$ cat src/rtl/char_pkg.sv
// Shared constants and types for the character-memory arbiter.
// Address/data widths, response-state encoding and starvation helpers.
package char_pkg;

    localparam int CHAR_ADDR_W = 15;
    localparam int CHAR_DATA_W = 8;
    localparam int STARVE_W = 4;
    localparam int STARVE_LIMIT_DEF = 8;

    // Which requester, if any, owns the response cycle.
    typedef enum logic [1:0] {
        ST_IDLE     = 2'd0,
        ST_RESP_VGA = 2'd1,
        ST_RESP_CPU = 2'd2
    } arb_state_t;

    // Saturating increment for the starvation counter.
    function automatic logic [STARVE_W-1:0] sat_inc(
        input logic [STARVE_W-1:0] v,
        input logic [STARVE_W-1:0] lim
    );
        return (v >= lim) ? lim : v + 1'b1;
    endfunction

endpackage

$ cat src/rtl/char_mode.sv
// Address/data select mux for the character memory port.
// mode=1 selects the CPU side, mode=0 the VGA side; idle port drives zero.
module char_mode
    import char_pkg::*;
(
    input  logic                   en,
    input  logic                   mode,
    input  logic [CHAR_ADDR_W-1:0] vga_addr,
    input  logic [CHAR_ADDR_W-1:0] cpu_addr,
    input  logic                   cpu_we,
    input  logic [CHAR_DATA_W-1:0] cpu_wdata,
    output logic [CHAR_ADDR_W-1:0] addr,
    output logic                   we,
    output logic [CHAR_DATA_W-1:0] wdata
);

    // Route the owner's address/control to the memory port.
    always_comb begin
        addr  = '0;
        we    = 1'b0;
        wdata = '0;
        if (en) begin
            if (mode) begin
                addr  = cpu_addr;
                we    = cpu_we;
                wdata = cpu_wdata;
            end else begin
                addr  = vga_addr;
            end
        end
    end

endmodule

$ cat src/rtl/char_mem_arbiter.sv
// Single-port character memory arbiter between VGA fetch and CPU access.
// VGA wins by default; a waiting CPU is forced in after STARVE_LIMIT VGA grants.
module char_mem_arbiter
    import char_pkg::*;
#(
    parameter int STARVE_LIMIT = STARVE_LIMIT_DEF
) (
    input  logic                   clk,
    input  logic                   rst,
    input  logic                   vga_req,
    input  logic [CHAR_ADDR_W-1:0] vga_addr,
    output logic                   vga_gnt,
    output logic                   vga_valid,
    output logic [CHAR_DATA_W-1:0] vga_rdata,
    input  logic                   cpu_req,
    input  logic                   cpu_we,
    input  logic [CHAR_ADDR_W-1:0] cpu_addr,
    input  logic [CHAR_DATA_W-1:0] cpu_wdata,
    output logic                   cpu_ack,
    output logic [CHAR_DATA_W-1:0] cpu_rdata,
    output logic                   mode,
    output logic                   mem_en,
    output logic                   mem_we,
    output logic [CHAR_ADDR_W-1:0] mem_addr,
    output logic [CHAR_DATA_W-1:0] mem_wdata,
    input  logic [CHAR_DATA_W-1:0] mem_rdata
);

    localparam logic [STARVE_W-1:0] LIMIT = STARVE_W'(STARVE_LIMIT);

    arb_state_t           state_q;
    arb_state_t           state_d;
    logic                 cpu_busy;
    logic [STARVE_W-1:0]  starve_cnt;
    logic                 cpu_elig;
    logic                 at_limit;
    logic                 cpu_gnt;

    // Pick at most one owner for this issue cycle.
    always_comb begin
        cpu_elig = cpu_req & ~cpu_busy;
        at_limit = (starve_cnt == LIMIT);
        cpu_gnt  = ~rst & cpu_elig & (~vga_req | at_limit);
        vga_gnt  = ~rst & vga_req & ~cpu_gnt;
        mode     = cpu_gnt;
        mem_en   = vga_gnt | cpu_gnt;
    end

    char_mode u_mode (
        .en        (mem_en),
        .mode      (mode),
        .vga_addr  (vga_addr),
        .cpu_addr  (cpu_addr),
        .cpu_we    (cpu_we),
        .cpu_wdata (cpu_wdata),
        .addr      (mem_addr),
        .we        (mem_we),
        .wdata     (mem_wdata)
    );

    // Next response owner follows the current grant.
    always_comb begin
        state_d = ST_IDLE;
        unique case (1'b1)
            cpu_gnt: state_d = ST_RESP_CPU;
            vga_gnt: state_d = ST_RESP_VGA;
            default: state_d = ST_IDLE;
        endcase
    end

    // Response owner tag register.
    always_ff @(posedge clk or posedge rst) begin
        if (rst) begin
            state_q <= ST_IDLE;
        end else begin
            state_q <= state_d;
        end
    end

    // A granted CPU request stays blocked until it is withdrawn after its
    // ack, so a held request is never issued twice.
    always_ff @(posedge clk or posedge rst) begin
        if (rst) begin
            cpu_busy <= 1'b0;
        end else begin
            cpu_busy <= cpu_gnt | (cpu_busy & cpu_req);
        end
    end

    // Count VGA grants taken while the CPU is kept waiting.
    always_ff @(posedge clk or posedge rst) begin
        if (rst) begin
            starve_cnt <= '0;
        end else if (cpu_gnt || !cpu_elig) begin
            starve_cnt <= '0;
        end else if (vga_gnt) begin
            starve_cnt <= sat_inc(starve_cnt, LIMIT);
        end
    end

    // Route synchronous read data to the owner of the response cycle.
    always_comb begin
        vga_valid = (state_q == ST_RESP_VGA);
        cpu_ack   = (state_q == ST_RESP_CPU);
        vga_rdata = vga_valid ? mem_rdata : '0;
        cpu_rdata = cpu_ack ? mem_rdata : '0;
    end

endmodule

$ cat config.mk
export PLATFORM = sky130hd
export DESIGN_NAME = char_mem_arbiter
export DESIGN_NICKNAME = d
export VERILOG_FILES = /design/src/rtl/char_pkg.sv /design/src/rtl/char_mode.sv /design/src/rtl/char_mem_arbiter.sv
export SDC_FILE = /design/constraint.sdc
export NUM_CORES = 1
export LEC_CHECK = 0
export CAP_MARGIN = 20
export CORE_MARGIN = 1
export CORE_UTILIZATION = 33
export CTS_CLUSTER_DIAMETER = 100
export DETAILED_ROUTE_END_ITERATION = 12
export PLACE_DENSITY = 0.83
export SETUP_SLACK_MARGIN = 0.5
export SYNTH_ARGS = -nofsm -noshare
export SYNTH_HDL_FRONTEND = slang
export SYNTH_SLANG_ARGS = --single-unit
$ cat constraint.sdc
create_clock -name clk -period 4 [get_ports clk]
set_input_delay 0.4 -clock clk [delete_from_list [all_inputs] [get_ports clk]]
set_output_delay 0.4 -clock clk [all_outputs]
set_load 0.005 [all_outputs]
==> results.md <==
- Maximum clock rate: 350.0 MHz
- Top cell type by total area after synthesis: dfrtp_1
- Initial Utilization: 0.3463
- Type of destination of the critical path: output port
- Wire per inst: 12.44 um
- Seq/Total Area, Yosys: 0.1671
- Final instance area: 2003 um2
- Post-DR vias/cell: 4.793
- Avg Cell Area, Syn: 7.384 um2
- Int Pwr: roughly 200 uW
- DIE AREA: 3406 um2
- RSZ-0062 raised after global routing: no
- Area contributors post-synth: dfrtp_1 (17%), and2_1 (15%), a211o_1 (13%), o211ai_1 (11%), a21oi_1 (9.5%)
- Post_cts resized: 0
- Grt ovf: 0
- Detailed Routing Iterations Pass 1: 4
- Worst-margin pin slew: around 0.46 ns
- Critical-path cell list: inv_1 -> ha_1 -> nand3b_4 -> a211oi_4 -> and2_1 -> clkdlybuf4s50_1
- FF+latch count, synth: 7
- Worst Path Required: 3.60 ns
- Slowest stage delay, CP: ~0.51 ns
- Ports: 96
- CP Class: register to output port
- Clock Tree Buf Depth: 2
- Worst path slowest cell: clkdlybuf4s50_1
- CTS root buf: clkbuf_4
- Most instantiated cells after synthesis: and2_1 (25), a21oi_1 (20), inv_1 (19)
- Clk_skew: 0.006098 ns
- Adder-cell share of the synthesized area: 0.02387
- Vias in the first global route: 1098
- Share of the synthesized area in the top cell type: 0.1671
- Total GRT Usage: 0.2003
- CTS sink count: 7
- Leakage: 0.0007800 uW
- Final setup vio count: 0
- Yosys cell types: 27
- DP Worst Slack: 1.255 ns
- Syn Nets: 195
- Post-CTS setup buffers: 0
- Hpwl dp: 2530 um
- Pwr dens: 140.3 nW/um2
- Final wirelength: 3372 um
- Critical path fanouts, max: 34
- Final Max Slew Viols: 0
- Initial antenna violation count: 0
- CORE AREA: slightly above 3000 um2
- Chip width: 58.37 um
- # rows: 20
- Share of cells above drive strength 1: 0.04405
- Largest net degree at the start of global routing: 39
- Main synth FF type: dfrtp_1
- Placed cell areas: 1977 um2
- # H-tree levels: 1
- First-pass GRT wire length: around 5300 um
- DRC: 0
- CTS Hold Bufs: 0
- Sw Ratio: 0.2765
- CTS tree: built
- Ys Warns: 0
- Setup TNS: 0 ns
- DR vias: 1299
- Psw: 77.70 uW
- Chip height: around 60 um
- HP Class: register to register
- CTS clock-pin slew for the worst setup and hold paths: approximately 0.050 ns
- Final net count: 281
- Count of input and output buffers: 95
- Clock power share: 0.227
- TritonCTS buffer count: 3
- Post-synth EDFFs: 0
- Latest clock arrival within the worst-skew pair: about 0.25 ns
- Critical path startpoint category: register
- CP arrival: 2.46 ns
- Final period util: 0.7144
- DR iter-0 viols: 51
- Asr flop ratio synth: 1.000
- Comb pwr share: 0.507
- Fin crit period: 2.857 ns
- Antenna cells: 0
- Cells after synthesis: between 100 and 150
- Count leader, synth: and2_1
- Total of max-cap violations: 0
- Simple-gate portion of the synthesized area: 0.2685
- Maximum VDD drop: 185.4 uV
- Mux cell area share after synthesis: 0
- Area delta synth->final: 91.05%
- Synthesized area: 1049 um2
- Compound-Gate Fraction of Synth Area: 0.3842
- Slew headroom: 0.6895
- Sequential share of power: 0.266
- GP Congestion: 0.7532
- Antenna Nets Post-Route: 0
- Final setup margin: 1.143 ns
- XOR/XNOR Fraction of Synth Area: 0
- Final hold viol count: 0
- Largest family of logic cells by synthesized area: compound AO/OA/AOI/OAI gates
- Status: complete, no violations
==> cell usage in the layout (no fill, tap or decap), drive strengths merged <==
master	count
nor4b	1
and4bb	1
a211o	16
nand2	2
o211ai	15
clkdlybuf4s50	95
o21a	1
inv	19
a31oi	1
ha	2
dfrtp	7
and2	25
nor2b	2
a211oi	2
nor3	1
buf	2
nor2	2
nand3	2
nand3b	1
a21oi	21
or3b	1
clkbuf	4
and3	1
nand2b	3
==> state kept, by name, summed over array words and instances (netlist names) <==
name and count:
cpu_busy 1, starve_cnt 4, state_q 2
==> final cells by class <==
class	count	area [um2]
inverters	19	71.32
multi-input cells	100	709.4
flip-flops and latches	7	175.2
clock buffers	4	26.28
repair buffers	97	965.9
fillers	278	1025
well taps	44	55.05
==> power by group through the flow <==
stage | clock (uW) | sequential (uW) | combinational, uW
5_1_grt | 71.3 | 75.2 | 155
2_1_floorplan | 0 | 75.5 | 54.6
6_report | 63.8 | 74.8 | 142
3_5_place_dp | 0 | 76.0 | 143
3_3_place_gp | 0 | 75.7 | 142
4_1_cts | 67.4 | 74.8 | 144
==> cell families after synthesis <==
kind of cell	Yosys count
flip-flops	7
buffers and inverters	35
adder cells (fa/ha/maj)	2
AND/OR/NAND/NOR	42
AO/OA/AOI/OAI	56
==> worst max-delay path: cells and delay by family, from the launching register on <==
kind,cells,cell delay [ns]
flip-flops,1,0.41
buffers and inverters,2,0.58
adder cells (fa/ha/maj),1,0.21
AO/OA/AOI/OAI,1,0.49
AND/OR/NAND/NOR,2,0.51
==> routing by layer <==
layer | share of wire | vias to the layer above | global-route usage
li1 | - | 668 | -
met1 | 0.43 | 573 | 0.2531
met2 | 0.47 | 54 | 0.3284
met3 | 0.098 | 4 | 0.07033
met4 | 0.0071 | 0 | 0.04762
met5 | 0 | - | 0
==> final timing paths <==
kind	start	endpoint	slack, ns	cells after the start
worst max-delay path	starve_cnt[0]	mem_wdata[0]	1.14	6
worst min-delay path	cpu_busy	cpu_busy	0.49	1
worst max register to register	starve_cnt[0]	state_q[0]	2.48	5
worst min register to register	cpu_busy	cpu_busy	0.49	1
max in group asynchronous	rst	starve_cnt[0]	3.11	3
min in group asynchronous	rst	cpu_busy	0.65	3
==> per-stage QoR <==
stage | util | hold WS (ns) | power (uW) | instances
detailed placement | 0.6529 | 0.4847 | 219.2 | 267
CTS | 0.6616 | 0.4964 | 285.7 | 271
global route | 0.6616 | 0.5504 | 301.4 | 271
finish | 0.6616 | 0.4940 | 281.0 | 271
floorplan | - | 0.3397 | 130.1 | 142
global placement | 0.6529 | 0.4867 | 217.3 | 267
Note: power is estimated with default switching activity, not from simulation.
